===== src/rtl/seg_scan_pkg.sv =====
// Shared constants for the seg_scan display driver: segment bit order,
// the active-low hex glyph table and the blank pattern.
package seg_scan_pkg;

    localparam int SEG_A  = 0;
    localparam int SEG_B  = 1;
    localparam int SEG_C  = 2;
    localparam int SEG_D  = 3;
    localparam int SEG_E  = 4;
    localparam int SEG_F  = 5;
    localparam int SEG_G  = 6;
    localparam int SEG_DP = 7;

    localparam logic [6:0] SEG_BLANK = 7'h7F;

    // Active-low glyphs, bit0..6 = a..g, indexed by hex value.
    localparam logic [6:0] SEG_TABLE [16] = '{
        7'h40, 7'h79, 7'h24, 7'h30, 7'h19, 7'h12, 7'h02, 7'h78,
        7'h00, 7'h10, 7'h08, 7'h03, 7'h46, 7'h21, 7'h06, 7'h0E
    };

endpackage


===== src/rtl/seg_scan_if.sv =====
// Display bus of seg_scan: snapshot inputs from the host, multiplexed
// active-low segment/anode drive and the frame pulse back.
interface seg_scan_if #(
    parameter int NUM_DIGITS = 8
);
    logic [NUM_DIGITS*4-1:0] digits;
    logic [NUM_DIGITS-1:0]   dp_mask;
    logic                    load;
    logic [7:0]              seg_n;
    logic [NUM_DIGITS-1:0]   an_n;
    logic                    frame_done;

    modport master (
        output digits, dp_mask, load,
        input  seg_n, an_n, frame_done
    );

    modport slave (
        input  digits, dp_mask, load,
        output seg_n, an_n, frame_done
    );
endinterface


===== src/rtl/seg_scan_decode.sv =====
// Combinational hex to active-low 7-segment decoder (module seg_decode).
module seg_decode
    import seg_scan_pkg::*;
(
    input  logic [3:0] hex,
    output logic [6:0] seg
);

    assign seg = SEG_TABLE[hex];

endmodule


===== src/rtl/seg_scan.sv =====
// Multiplexed 7-segment scanner with load-strobed snapshot and registered outputs.
// Optional leading-zero blanking is enabled by defining SEG_SCAN_LZB_EN.
module seg_scan
    import seg_scan_pkg::*;
#(
    parameter int NUM_DIGITS = 8,
    parameter int SCAN_DIV   = 1000
)(
    input  logic        clk,
    input  logic        rst,
    seg_scan_if.slave   bus
);

    localparam int PRESC_W = $clog2(SCAN_DIV);
    localparam int IDX_W   = (NUM_DIGITS > 1) ? $clog2(NUM_DIGITS) : 1;
    localparam logic [PRESC_W-1:0] PRESC_MAX = PRESC_W'(SCAN_DIV - 1);
    localparam logic [IDX_W-1:0]   IDX_MAX   = IDX_W'(NUM_DIGITS - 1);

    logic [PRESC_W-1:0]      presc_r;
    logic [IDX_W-1:0]        idx_r;
    logic [NUM_DIGITS*4-1:0] digits_r;
    logic [NUM_DIGITS-1:0]   dp_r;
    logic [7:0]              seg_n_r;
    logic [NUM_DIGITS-1:0]   an_n_r;
    logic                    frame_done_r;

    logic                    tick_s;
    logic                    wrap_s;
    logic [3:0]              hex_s;
    logic                    dp_s;
    logic [NUM_DIGITS-1:0]   an_n_s;
    logic [6:0]              dec_s;
    logic                    blank_cur_s;
    logic [6:0]              glyph_s;

    assign tick_s = (presc_r == PRESC_MAX);
    assign wrap_s = tick_s && (idx_r == IDX_MAX);

    // Snapshot of the host value; the display path reads only these registers.
    always_ff @(posedge clk) begin
        if (rst) begin
            digits_r <= '0;
            dp_r     <= '0;
        end else if (bus.load) begin
            digits_r <= bus.digits;
            dp_r     <= bus.dp_mask;
        end else begin
            digits_r <= digits_r;
            dp_r     <= dp_r;
        end
    end

    // Dwell prescaler and digit index.
    always_ff @(posedge clk) begin
        if (rst) begin
            presc_r <= '0;
            idx_r   <= '0;
        end else if (tick_s) begin
            presc_r <= '0;
            idx_r   <= wrap_s ? '0 : idx_r + IDX_W'(1'b1);
        end else begin
            presc_r <= presc_r + PRESC_W'(1'b1);
            idx_r   <= idx_r;
        end
    end

    // Select the current digit's nibble, dp bit and one-hot anode.
    always_comb begin
        hex_s  = 4'h0;
        dp_s   = 1'b0;
        an_n_s = '1;
        for (int i = 0; i < NUM_DIGITS; i++) begin
            if (idx_r == IDX_W'(i)) begin
                hex_s     = digits_r[4*i +: 4];
                dp_s      = dp_r[i];
                an_n_s[i] = 1'b0;
            end else begin
                an_n_s[i] = 1'b1;
            end
        end
    end

    seg_decode u_decode (
        .hex (hex_s),
        .seg (dec_s)
    );

`ifdef SEG_SCAN_LZB_EN
    logic [NUM_DIGITS-1:0] blank_s;
    logic                  upper_zero_s;

    // Digit i blanks when it and every digit above it are zero; digit 0 never blanks.
    always_comb begin
        blank_s      = '0;
        upper_zero_s = 1'b1;
        for (int i = NUM_DIGITS - 1; i >= 1; i--) begin
            upper_zero_s = upper_zero_s & (digits_r[4*i +: 4] == 4'h0);
            blank_s[i]   = upper_zero_s;
        end
    end

    assign blank_cur_s = |(blank_s & ~an_n_s);
`else
    assign blank_cur_s = 1'b0;
`endif

    assign glyph_s = blank_cur_s ? SEG_BLANK : dec_s;

    // Registered display drive and frame pulse.
    always_ff @(posedge clk) begin
        if (rst) begin
            an_n_r       <= '1;
            seg_n_r      <= 8'hFF;
            frame_done_r <= 1'b0;
        end else begin
            an_n_r           <= an_n_s;
            seg_n_r[SEG_DP]  <= ~dp_s;
            seg_n_r[6:0]     <= glyph_s;
            frame_done_r     <= wrap_s;
        end
    end

    assign bus.seg_n      = seg_n_r;
    assign bus.an_n       = an_n_r;
    assign bus.frame_done = frame_done_r;

endmodule


===== src/flat_wrapper.sv =====
// flat-port wrapper written by rule: the top's interface ports become plain ports
module seg_scan_flat import seg_scan_pkg::*;
#(
    parameter int NUM_DIGITS = 8,
    parameter int SCAN_DIV   = 1000
)
  (clk, rst, bus_digits, bus_dp_mask, bus_load, bus_seg_n, bus_an_n, bus_frame_done);
  seg_scan_if #(.NUM_DIGITS(NUM_DIGITS)) bus_i ();
  input  logic clk;
  input  logic rst;
  input wire logic [$bits(bus_i.digits)-1:0] bus_digits;
  input wire logic [$bits(bus_i.dp_mask)-1:0] bus_dp_mask;
  input wire logic [$bits(bus_i.load)-1:0] bus_load;
  output wire logic [$bits(bus_i.seg_n)-1:0] bus_seg_n;
  output wire logic [$bits(bus_i.an_n)-1:0] bus_an_n;
  output wire logic [$bits(bus_i.frame_done)-1:0] bus_frame_done;
  assign bus_i.digits = bus_digits;
  assign bus_i.dp_mask = bus_dp_mask;
  assign bus_i.load = bus_load;
  assign bus_seg_n = bus_i.seg_n;
  assign bus_an_n = bus_i.an_n;
  assign bus_frame_done = bus_i.frame_done;
  seg_scan #(.NUM_DIGITS(NUM_DIGITS), .SCAN_DIV(SCAN_DIV)) u_core (.clk(clk), .rst(rst), .bus(bus_i));
endmodule

===== config.mk =====
export PLATFORM = sky130hd
export DESIGN_NAME = seg_scan_flat
export DESIGN_NICKNAME = d
export VERILOG_FILES = /design/src/rtl/seg_scan_pkg.sv /design/src/rtl/seg_scan_if.sv /design/src/rtl/seg_scan_decode.sv /design/src/rtl/seg_scan.sv /design/src/flat_wrapper.sv
export SDC_FILE = /design/constraint.sdc
export NUM_CORES = 1
export LEC_CHECK = 0
export BUFFER_PORTS_ARGS = -buffer_cell sky130_fd_sc_hd__buf_2
export CAP_MARGIN = 40
export CORE_UTILIZATION = 30
export CTS_BUF_LIST = sky130_fd_sc_hd__clkbuf_4 sky130_fd_sc_hd__clkbuf_8 sky130_fd_sc_hd__clkbuf_16
export CTS_CLUSTER_DIAMETER = 30
export CTS_CLUSTER_SIZE = 30
export DETAILED_ROUTE_END_ITERATION = 10
export GPL_TIMING_DRIVEN = 0
export PLACE_DENSITY = 0.45
export SYNTH_ARGS = -nofsm -noshare
export SYNTH_HDL_FRONTEND = slang
export SYNTH_SLANG_ARGS = --single-unit

===== constraint.sdc =====
create_clock -name clk -period 6.8 [get_ports clk]
set_input_delay 0.68 -clock clk [delete_from_list [all_inputs] [get_ports clk]]
set_output_delay 0.68 -clock clk [all_outputs]
set_load 0.1 [all_outputs]

**Yosys cells after proc, flatten, opt, wreduce, memory -nomap -nowiden**

Memories as Yosys holds them, arrays and structs flattened. A register that Yosys moved wholly into a read port is not among the register bits.
Cells that the tools add are included.

- Flip-flop bits (word level): 70
- ROM bits: 112
- Output and inout bits: 17
- Word-level logic and storage cells: 51
- Memories kept: 1

- Add/sub/neg operators: 2
- Magnitude comparators: 1
- Equal/unequal tests: 8
- Mux-type cells: 27
- Bitwise operators: 2
- Reduce and logical (&&, ||, !) cells: 3

Memories:

| memory | depth | width | read ports | clocked after memory_dff | wr ports | line | RTL |
|---|---|---|---|---|---|---|---|
| (no name shown) | 16 | 7 | 1 | 1 | 0 | seg_scan_decode.sv:9 | `assign seg = SEG_TABLE[hex];` |

Operator list:

| cell | number |
|---|---|
| $mux W4 | 8 |
| $mux W1 | 16 |
| $mux W7 | 2 |
| $eq A3 B3 Y1 const B | 4 |
| $add A10 B1 Y10 const B | 1 |
| $eq A10 B10 Y1 const B | 1 |
| $eq A3 B2 Y1 const B | 2 |
| $ge A5 B5 Y1 const B | 1 |
| $not A4 Y5 | 1 |
| $add A3 B1 Y3 const B | 1 |
| $eq A3 B1 Y1 const B | 1 |
| $logic_not A3 Y1 | 1 |
| $mux W3 | 1 |
| $reduce_or A2 Y1 | 1 |
| $logic_and A1 B1 Y1 | 1 |
| $not A1 Y1 | 1 |

**Depth between registers and ports, before layout**

Gate-level depths: netlist of run 1.

- Depth in word-level cells: 13
- Gate-level depth with buffers: 13
- Gate-level depth less buffers: 11

**Modules after synthesis**

A second synthesis of run 1 with hierarchy kept.

- Cell total of the unflattened synthesis: 344
- Area, all modules: 3171.8 µm²

By module, submodules not included:

| module | instances | cells each | area each (µm²) | seq. area each (µm²) |
|---|---|---|---|---|
| seg_scan | 1 | 311 | 2902.8 | 1401.3 |
| seg_decode | 1 | 33 | 269.0 | 0.0 |

**Least setup slack after synthesis of run 1**

OpenSTA, ideal clock, no wires.

- Path type: reg-to-reg
- Start: register u_core.idx_r[0]
- End: register u_core.seg_n_r[3], in the netlist u_core.bus.seg_n[3]
- Setup time: 0.128 ns
- Arrival time: 2.372 ns
- Setup slack: 4.300 ns
- Cell stages (with the launch flop): 12
- Buffers on the path: 1
- Period minus slack after synthesis: 2.500 ns
- Path through: dfxtp_1 -> ha_1 -> ha_1 -> buf_4 -> or2_4 -> a21oi_1 -> a211oi_1 -> o31a_1 -> ha_1 -> a21oi_1 -> a2111oi_0 -> nor2_1

- Word-level cells in the longest chain between the ends: 10
- Elaborated cells on any way between the ends: 17
- Classes of those cells: eq/ne (7); mux (8); bitwise (1); reduce/logical (1)

RTL lines:

| what | line | RTL |
|---|---|---|
| from (decl) | seg_scan.sv:20 | `logic [IDX_W-1:0] idx_r;` |
| from (signal assigned) | seg_scan.sv:60 | `idx_r <= wrap_s ? '0 : idx_r + IDX_W'(1'b1);` |
| from (signal assigned) | seg_scan.sv:63 | `idx_r <= idx_r;` |
| $logic_not A3 Y1 | seg_scan.sv:73 | `if (idx_r == IDX_W'(i)) begin` |
| $mux W4 (7 in series) | seg_scan.sv:73 |  |
| $mux W4 (*) | seg_scan.sv:73 |  |
| $not A4 Y5 (not written as such) (*) | seg_scan_decode.sv:9 |  |
| to (decl) | seg_scan.sv:23 | `logic [7:0] seg_n_r;` |

Mark *: on every way between the ends. The rest lies on a longest branch, timed or not.
A chain may end at the register's enable or synchronous reset.

**Worst setup path in the final report of run 1**

Ends and elaborated chain as after synthesis.

==> run_summary.xml, run 1 <==
<?xml version="1.0" encoding="UTF-8"?>
<metrics>
  <group name="critical_path">
    <metric name="cp.arrival" unit="ns">3.27</metric>
    <metric name="crit_path_end_kind" unit="">register</metric>
    <metric name="setup.worst_path.class" unit="">register to register</metric>
    <metric name="crit_path_max_fanout" unit="">10</metric>
    <metric name="crit_path_start_kind" unit="">register</metric>
    <metric name="timing.critical_path.required" unit="ns">7.03</metric>
  </group>
  <group name="clock_network">
    <metric name="cts.repair.resized" unit="">0</metric>
    <metric name="post-cts-setup-buffers" unit="">0</metric>
    <metric name="clockBufferDepth" unit="">2</metric>
    <metric name="worst_skew_pair.late_latency" unit="ns">0.36</metric>
    <metric name="tritoncts.num_buffers" unit="">9</metric>
    <metric name="cts.htree.levels" unit="">3</metric>
    <metric name="cts.root.buffer_cell" unit="">clkbuf_8</metric>
    <metric name="cts_tree" unit="">yes</metric>
    <metric name="cts_hold_buffers" unit="">0</metric>
    <metric name="cts_num_sinks" unit="">70</metric>
    <metric name="clk_pin_slew_worst_paths" unit="ns">0.08</metric>
  </group>
  <group name="drt">
    <metric name="postRouteWirelength" unit="um">7700</metric>
    <metric name="num_vias" unit="">2596</metric>
    <metric name="drc" unit="">0</metric>
    <metric name="route.detailed.wl_per_inst" unit="um">13.9</metric>
    <metric name="drt_first_iter_violations" unit="">82</metric>
    <metric name="postRouteAntennaNets" unit="">0</metric>
    <metric name="detail_route.first_pass.iterations" unit="">4</metric>
    <metric name="vias_per_cell" unit="">4.69</metric>
  </group>
  <group name="floorplanning">
    <metric name="placeableCoreArea" unit="sq um">9950</metric>
    <metric name="initial_utilization" unit="">0.315</metric>
    <metric name="ioPinCount" unit="">60</metric>
    <metric name="dieHeight" unit="um">104</metric>
    <metric name="die_area" unit="sq um">10900</metric>
    <metric name="floorplan_row_count" unit="">36</metric>
    <metric name="die_w" unit="um">104</metric>
  </group>
  <group name="global_route">
    <metric name="first_global_vias" unit="">2547</metric>
    <metric name="globalRoute.totalOverflow" unit="">0</metric>
    <metric name="maximum_number_of_pins_on_one_net_before_global_route_repair" unit="">14</metric>
    <metric name="grt_antenna_before_repair" unit="">0</metric>
    <metric name="global_route.usage.total" unit="">0.151</metric>
    <metric name="grt_first_pass_wirelength" unit="um">12800</metric>
  </group>
  <group name="cells_and_area">
    <metric name="drive_above_1_share" unit="">0.205</metric>
    <metric name="num-fill-cells" unit="">1052</metric>
    <metric name="fin_nets" unit="">471</metric>
    <metric name="syn_to_layout_area_delta" unit="%">21.5</metric>
    <metric name="sequential_cell_area" unit="sq um">1400</metric>
    <metric name="final-instance-count-excl-fill" unit="">553</metric>
    <metric name="antenna_cells_inserted" unit="">0</metric>
    <metric name="multi_input_comb_area" unit="sq um">1580</metric>
  </group>
  <group name="pwr">
    <metric name="switching_fraction" unit="">0.276</metric>
    <metric name="leakage" unit="nW">1.63</metric>
    <metric name="clock_power_share" unit="">0.406</metric>
    <metric name="p_int" unit="W">0.000676</metric>
    <metric name="net-switching-power" unit="W">0.000258</metric>
    <metric name="total_power" unit="W">0.000935</metric>
    <metric name="pwr-share-comb" unit="">0.123</metric>
    <metric name="power_density" unit="nW/um^2">245</metric>
    <metric name="max-vdd-ir-drop" unit="mV">0.0844</metric>
    <metric name="power.sequential.fraction" unit="">0.471</metric>
  </group>
  <group name="logic_synthesis">
    <metric name="synth-seq-area-share" unit="">0.447</metric>
    <metric name="number_of_flops_mapped_to_enable_cells_by_yosys" unit="">0</metric>
    <metric name="yosys.area.top_type_share" unit="">0.447</metric>
    <metric name="synthDominantAreaCellType" unit="">dfxtp_1</metric>
    <metric name="post_synth_main_area_contributors" unit="">dfxtp_1 (45%), mux2i_1 (13%), nor2_1 (7.4%)</metric>
    <metric name="ys.warnings.count" unit="">0</metric>
    <metric name="synthesis.instances" unit="">347</metric>
    <metric name="mappedNetlistNets" unit="">403</metric>
    <metric name="netlist_area_pre_place" unit="sq um">3140</metric>
    <metric name="synth.lib_cells_used.distinct" unit="">53</metric>
    <metric name="ys.flop_type" unit="">dfxtp_1</metric>
    <metric name="synth.avg_cell_area" unit="sq um">9.04</metric>
    <metric name="synth-async-reset-ratio" unit="">0</metric>
    <metric name="postSynthRegisterBits" unit="">70</metric>
  </group>
  <group name="timing">
    <metric name="fin_crit" unit="ns">3.04</metric>
    <metric name="worst_pin_slew" unit="ns">0.803</metric>
    <metric name="post-route-period-util" unit="">0.447</metric>
    <metric name="max_freq" unit="MHz">329</metric>
    <metric name="setup-violations-final" unit="">0</metric>
    <metric name="fin_setup_tns" unit="ns">0</metric>
    <metric name="timing.slew.headroom" unit="">0.464</metric>
    <metric name="final.setup_skew" unit="ns">0.00838</metric>
    <metric name="timing_hold_violations_final" unit="">0</metric>
    <metric name="setup_repair_after_global_routing_missed_its_margin" unit="">false</metric>
    <metric name="final_max_slew_viol_count" unit="">0</metric>
    <metric name="final_critical_path_setup_slack" unit="ns">3.76</metric>
  </group>
  <group name="run">
    <metric name="cap_viol_max_count" unit="">0</metric>
  </group>
  <group name="place">
    <metric name="place_congestion" unit="">0.730</metric>
    <metric name="detailed_place_hpwl" unit="um">5690</metric>
    <metric name="placement.io_buffers" unit="">57</metric>
    <metric name="dp_slack" unit="ns">3.77</metric>
    <metric name="placed_cells_incl_taps" unit="">537</metric>
  </group>
  <group name="outcome">
    <metric name="status" unit="">finished clean</metric>
  </group>
  <group name="hold_path">
    <metric name="min-delay-path-class" unit="">register to register</metric>
  </group>
</metrics>
## placed cells by master (no fill, tap or decap), drive strengths merged, types with 3 or more instances in the layout
| master | Yosys | layout |
|---|---|---|
| a21oi | 21 | 21 |
| xor2 | 5 | 5 |
| nand2 | 25 | 25 |
| buf | 11 | 68 |
| a221o | 3 | 3 |
| inv | 14 | 15 |
| mux2i | 41 | 41 |
| dfxtp | 70 | 70 |
| nor2 | 63 | 63 |
| a221oi | 4 | 4 |
| o21ai | 6 | 6 |
| clkbuf | 12 | 21 |
| ha | 13 | 13 |
| clkinv | 1 | 3 |
| nand3 | 8 | 8 |
| nand3b | 6 | 6 |
## worst max-delay path: stages, from the launching register on
cell       delay [ns]
dfxtp_1          0.41
inv_1            0.10
ha_1             0.27
buf_2            0.22
nand2_1          0.15
a221oi_1         0.10
a211oi_1         0.29
o31a_1           0.38
inv_1            0.13
ha_1             0.22
a21boi_1         0.16
a2111oi_1        0.39
nor2_1           0.09
## routing by layer
| layer | track usage | vias to the layer above | wire (um) | part of all wire |
|---|---|---|---|---|
| met3 | 0.0376 | 13 | 269 | 0.035 |
| met5 | 0 | - | 0 | 0 |
| met4 | 0.0684 | 0 | 178 | 0.023 |
| met1 | 0.208 | 1197 | 3950 | 0.51 |
| li1 | - | 1337 | - | - |
| met2 | 0.220 | 49 | 3300 | 0.43 |
## metrics by stage
step	area (sq um)	util	hold WS [ns]
5_1_grt	3810	0.383	0.494
2_1_floorplan	3140	-	0.418
3_5_place_dp	3590	0.361	0.443
4_1_cts	3810	0.383	0.461
3_3_place_gp	3590	0.361	0.437
6_report	3810	0.383	0.455
## registers in the layout, indices dropped and copies added, names as in the netlist
signal                 count
u_core.digits_r           32
u_core.presc_r            10
u_core.bus.an_n            8
u_core.bus.seg_n           8
u_core.dp_r                8
u_core.idx_r               3
u_core.bus.frame_done      1
## path summary, 6_finish.rpt
path,end,slack (ns),start,cells past startpoint
hold / removal,u_core.presc_r[0],0.46,u_core.presc_r[0],1
hold reg to reg,u_core.presc_r[0],0.46,u_core.presc_r[0],1
setup reg to reg,u_core.bus.seg_n[3],3.76,u_core.idx_r[0],12
setup / recovery,u_core.bus.seg_n[3],3.76,u_core.idx_r[0],12
## Yosys cell counts (all sizes together) (2+ instances only)
cell,n
or3,2
nor2,63
a31oi,2
clkbuf,12
a21oi,21
a2bb2oi,2
nand2,25
nor3b,2
nand3,8
nor3,2
o21ai,6
o211ai,2
a221oi,4
o31a,2
buf,11
o21a,2
o311ai,2
a2111oi,2
o2111ai,2
nor2b,2
xor2,5
a221o,3
mux2i,41
or2,2
ha,13
inv,14
dfxtp,70
o22ai,2
nand3b,6
nand4,2
## layout make-up
type / instances / share of cell area
plain buffers: 23 / 0.0276
clock buffers: 9 / 0.0325
clock inverters: 7 / 0.0256
inverters: 15 / 0.0148
multi-input cells: 239 / 0.413
flip-flops and latches: 70 / 0.368
well taps: 133 / 0.0437
repair buffers: 57 / 0.0749
## power by group through the flow
stage / Combinational (W) / Sequential [W] / Clock, W
6_report: 0.000115 / 0.000440 / 0.000379
3_5_place_dp: 0.000116 / 0.000450 / 0
2_1_floorplan: 0.0000519 / 0.000482 / 0
3_3_place_gp: 0.000115 / 0.000450 / 0
4_1_cts: 0.000116 / 0.000441 / 0.000386
5_1_grt: 0.000125 / 0.000443 / 0.000408
## logic make-up after synthesis
group | share of synthesized area
and+or+nand+nor | 0.167
DFF | 0.447
AOI/OAI and AO/OA | 0.136
muxes | 0.131
buffers and inverters | 0.0514
adders and majority gates | 0.0518
xor gates and xnor gates | 0.0167
No activity file was read; power rests on OpenSTA's default activity.
==> run 2, diff against run 1 <==
Clock period 6.8 ns to 3.1 ns, I/O delays scaled along.
==> run 2 against run 1 <==
Compared with the run above:
- utilization grew 0.29 points
- largest power group unchanged
- critical path depth is the same
- total power grew 120%
- largest cell class unchanged
- sequential power grew 120%
- fmax grew 3.4%
- worst setup slack lost 3.6 ns
- final cell count grew 0.36%
- die area is the same
==> run_summary.xml, run 2 (synthesis gave the netlist of run 1 again) <==
<?xml version="1.0" encoding="UTF-8"?>
<metrics>
  <group name="outcome">
    <metric name="status" unit="">finished clean</metric>
  </group>
  <group name="cells_and_area">
    <metric name="fin_nets" unit="">473</metric>
    <metric name="layout_top_registers" unit="">u_core.digits_r: 32 flops, u_core.presc_r: 10 flops</metric>
    <metric name="layout.cells.most_common_list" unit="">dfxtp_1 (70), buf_2 (62), nor2_1 (62), mux2i_1 (41), nand2_1 (24)</metric>
    <metric name="syn_to_layout_area_delta" unit="%">22.4</metric>
    <metric name="most_common_library_cell_in_the_layout_ignoring_fill_and_taps" unit="">dfxtp_1</metric>
    <metric name="antenna_cells_inserted" unit="">0</metric>
    <metric name="drive_above_1_share" unit="">0.216</metric>
    <metric name="registers.top_by_ff_count" unit="">u_core.digits_r</metric>
    <metric name="number_of_flip_flops_in_the_largest_register" unit="">32</metric>
  </group>
  <group name="critical_path">
    <metric name="cp.arrival" unit="ns">3.17</metric>
    <metric name="crit_path_start_kind" unit="">register</metric>
    <metric name="timing.critical_path.required" unit="ns">3.33</metric>
    <metric name="regToRegSetupSlack" unit="ns">0.16</metric>
    <metric name="cp_num_buf_inv" unit="">3</metric>
    <metric name="cp_max_stage_delay" unit="ns">0.41</metric>
    <metric name="setup.worst_path.class" unit="">register to register</metric>
    <metric name="crit_path_max_fanout" unit="">10</metric>
    <metric name="crit_chain" unit="">inv_1 -&gt; ha_1 -&gt; buf_2 -&gt; nand2_1 -&gt; a221oi_1 -&gt; a211oi_1 -&gt; o31a_1 -&gt; inv_1 -&gt; ha_1 -&gt; a21boi_1 -&gt; a2111oi_1 -&gt; nor2_1</metric>
    <metric name="critical-path-slowest-cell" unit="">dfxtp_1</metric>
    <metric name="crit_family" unit="">compound AO/OA/AOI/OAI gates</metric>
    <metric name="crit_path_end_kind" unit="">register</metric>
  </group>
  <group name="timing">
    <metric name="fin_setup_tns" unit="ns">0</metric>
    <metric name="fin_crit" unit="ns">2.94</metric>
    <metric name="timing_hold_violations_final" unit="">0</metric>
    <metric name="max_freq" unit="MHz">340</metric>
    <metric name="timing.slew.headroom" unit="">0.464</metric>
    <metric name="setup_repair_after_global_routing_missed_its_margin" unit="">true</metric>
    <metric name="final_critical_path_setup_slack" unit="ns">0.161</metric>
    <metric name="worst_pin_slew" unit="ns">0.803</metric>
    <metric name="post-route-period-util" unit="">0.948</metric>
    <metric name="setup-violations-final" unit="">0</metric>
    <metric name="final.setup_skew" unit="ns">0.00800</metric>
    <metric name="final_max_slew_viol_count" unit="">0</metric>
  </group>
  <group name="run">
    <metric name="cap_viol_max_count" unit="">0</metric>
  </group>
  <group name="global_route">
    <metric name="grt_first_pass_wirelength" unit="um">12800</metric>
    <metric name="first_global_vias" unit="">2547</metric>
    <metric name="grt_antenna_before_repair" unit="">0</metric>
    <metric name="global_route.usage.total" unit="">0.151</metric>
    <metric name="globalRoute.totalOverflow" unit="">0</metric>
    <metric name="maximum_number_of_pins_on_one_net_before_global_route_repair" unit="">14</metric>
  </group>
  <group name="drt">
    <metric name="postRouteWirelength" unit="um">7720</metric>
    <metric name="vias_per_cell" unit="">4.70</metric>
    <metric name="num_vias" unit="">2606</metric>
    <metric name="drc" unit="">0</metric>
    <metric name="drt_first_iter_violations" unit="">86</metric>
    <metric name="detail_route.first_pass.iterations" unit="">4</metric>
    <metric name="route.detailed.wl_per_inst" unit="um">13.9</metric>
    <metric name="postRouteAntennaNets" unit="">0</metric>
  </group>
  <group name="clock_network">
    <metric name="cts_num_sinks" unit="">70</metric>
    <metric name="cts.root.buffer_cell" unit="">clkbuf_8</metric>
    <metric name="worst_skew_pair.late_latency" unit="ns">0.36</metric>
    <metric name="cts_tree" unit="">yes</metric>
    <metric name="clockBufferDepth" unit="">2</metric>
    <metric name="clk_pin_slew_worst_paths" unit="ns">0.08</metric>
    <metric name="tritoncts.num_buffers" unit="">9</metric>
    <metric name="cts.htree.levels" unit="">3</metric>
    <metric name="cts_hold_buffers" unit="">0</metric>
  </group>
  <group name="floorplanning">
    <metric name="die_area" unit="sq um">10900</metric>
    <metric name="dieHeight" unit="um">104</metric>
    <metric name="floorplan_row_count" unit="">36</metric>
    <metric name="placeableCoreArea" unit="sq um">9950</metric>
    <metric name="ioPinCount" unit="">60</metric>
    <metric name="initial_utilization" unit="">0.315</metric>
    <metric name="die_w" unit="um">104</metric>
  </group>
  <group name="pwr">
    <metric name="total_power" unit="W">0.00206</metric>
    <metric name="leakage" unit="nW">1.64</metric>
    <metric name="max-vdd-ir-drop" unit="mV">0.185</metric>
    <metric name="power_density" unit="nW/um^2">535</metric>
  </group>
  <group name="place">
    <metric name="dp_slack" unit="ns">0.0675</metric>
    <metric name="detailed_place_hpwl" unit="um">5690</metric>
    <metric name="place_congestion" unit="">0.730</metric>
    <metric name="placement.io_buffers" unit="">57</metric>
  </group>
  <group name="hold_path">
    <metric name="min-delay-path-class" unit="">primary input to register</metric>
  </group>
</metrics>
run 2: per-layer routing:
metal | GRT usage | share of wire
met5 | 0 | 0
met4 | 0.0684 | 0.021
met3 | 0.0376 | 0.034
met2 | 0.220 | 0.43
met1 | 0.208 | 0.51
run 2: final timing paths:
check,depth (start not counted),from,end
worst max register to register,12,u_core.idx_r[0],u_core.bus.seg_n[3]
worst max-delay path,12,u_core.idx_r[0],u_core.bus.seg_n[3]
worst min register to register,1,u_core.presc_r[0],u_core.presc_r[0]
worst min-delay path,3,bus_digits[5],u_core.digits_r[5]
run 2: through the flow:
stage / cell area [sq um] / hold WS (ns) / util / instances
after global routing: 3840 / 0.191 / 0.386 / 555
after CTS: 3810 / 0.182 / 0.383 / 553
after floorplan: 3140 / 0.418 / - / 347
after detailed placement: 3590 / 0.443 / 0.361 / 537
after global placement: 3590 / 0.437 / 0.361 / 537
final: 3840 / 0.191 / 0.386 / 555
run 2: tightest hold or removal path: cells and delay by family:
kind,cells,cell delay [ns]
buffers and inverters,1,0.08
muxes,1,0.05
and+or+nand+nor,1,0.07
run 2: final cells by class:
type                       count  area (sq um)
fill                        1048          6110
multi-input combinational    239          1590
sequential                    70          1400
timing repair buffer          59           300
tap                          133           166
clock buffer                   9           124
buffer                        23           109
clock inverter                 7          97.6
inverter                      15          56.3
run 2: timing repair:
item,4_1_cts,5_1_grt
gates resized for setup,0,6
setup buffers,0,2
setup endpoints to repair,0,3
run 2: power by group:
group	internal [W]	leakage [nW]	switching, W
Combinational	0.0000880	0.961	0.000169
Clock	0.000455	0.106	0.000379
Sequential	0.000943	0.576	0.0000225
Total	0.00149	1.64	0.000570
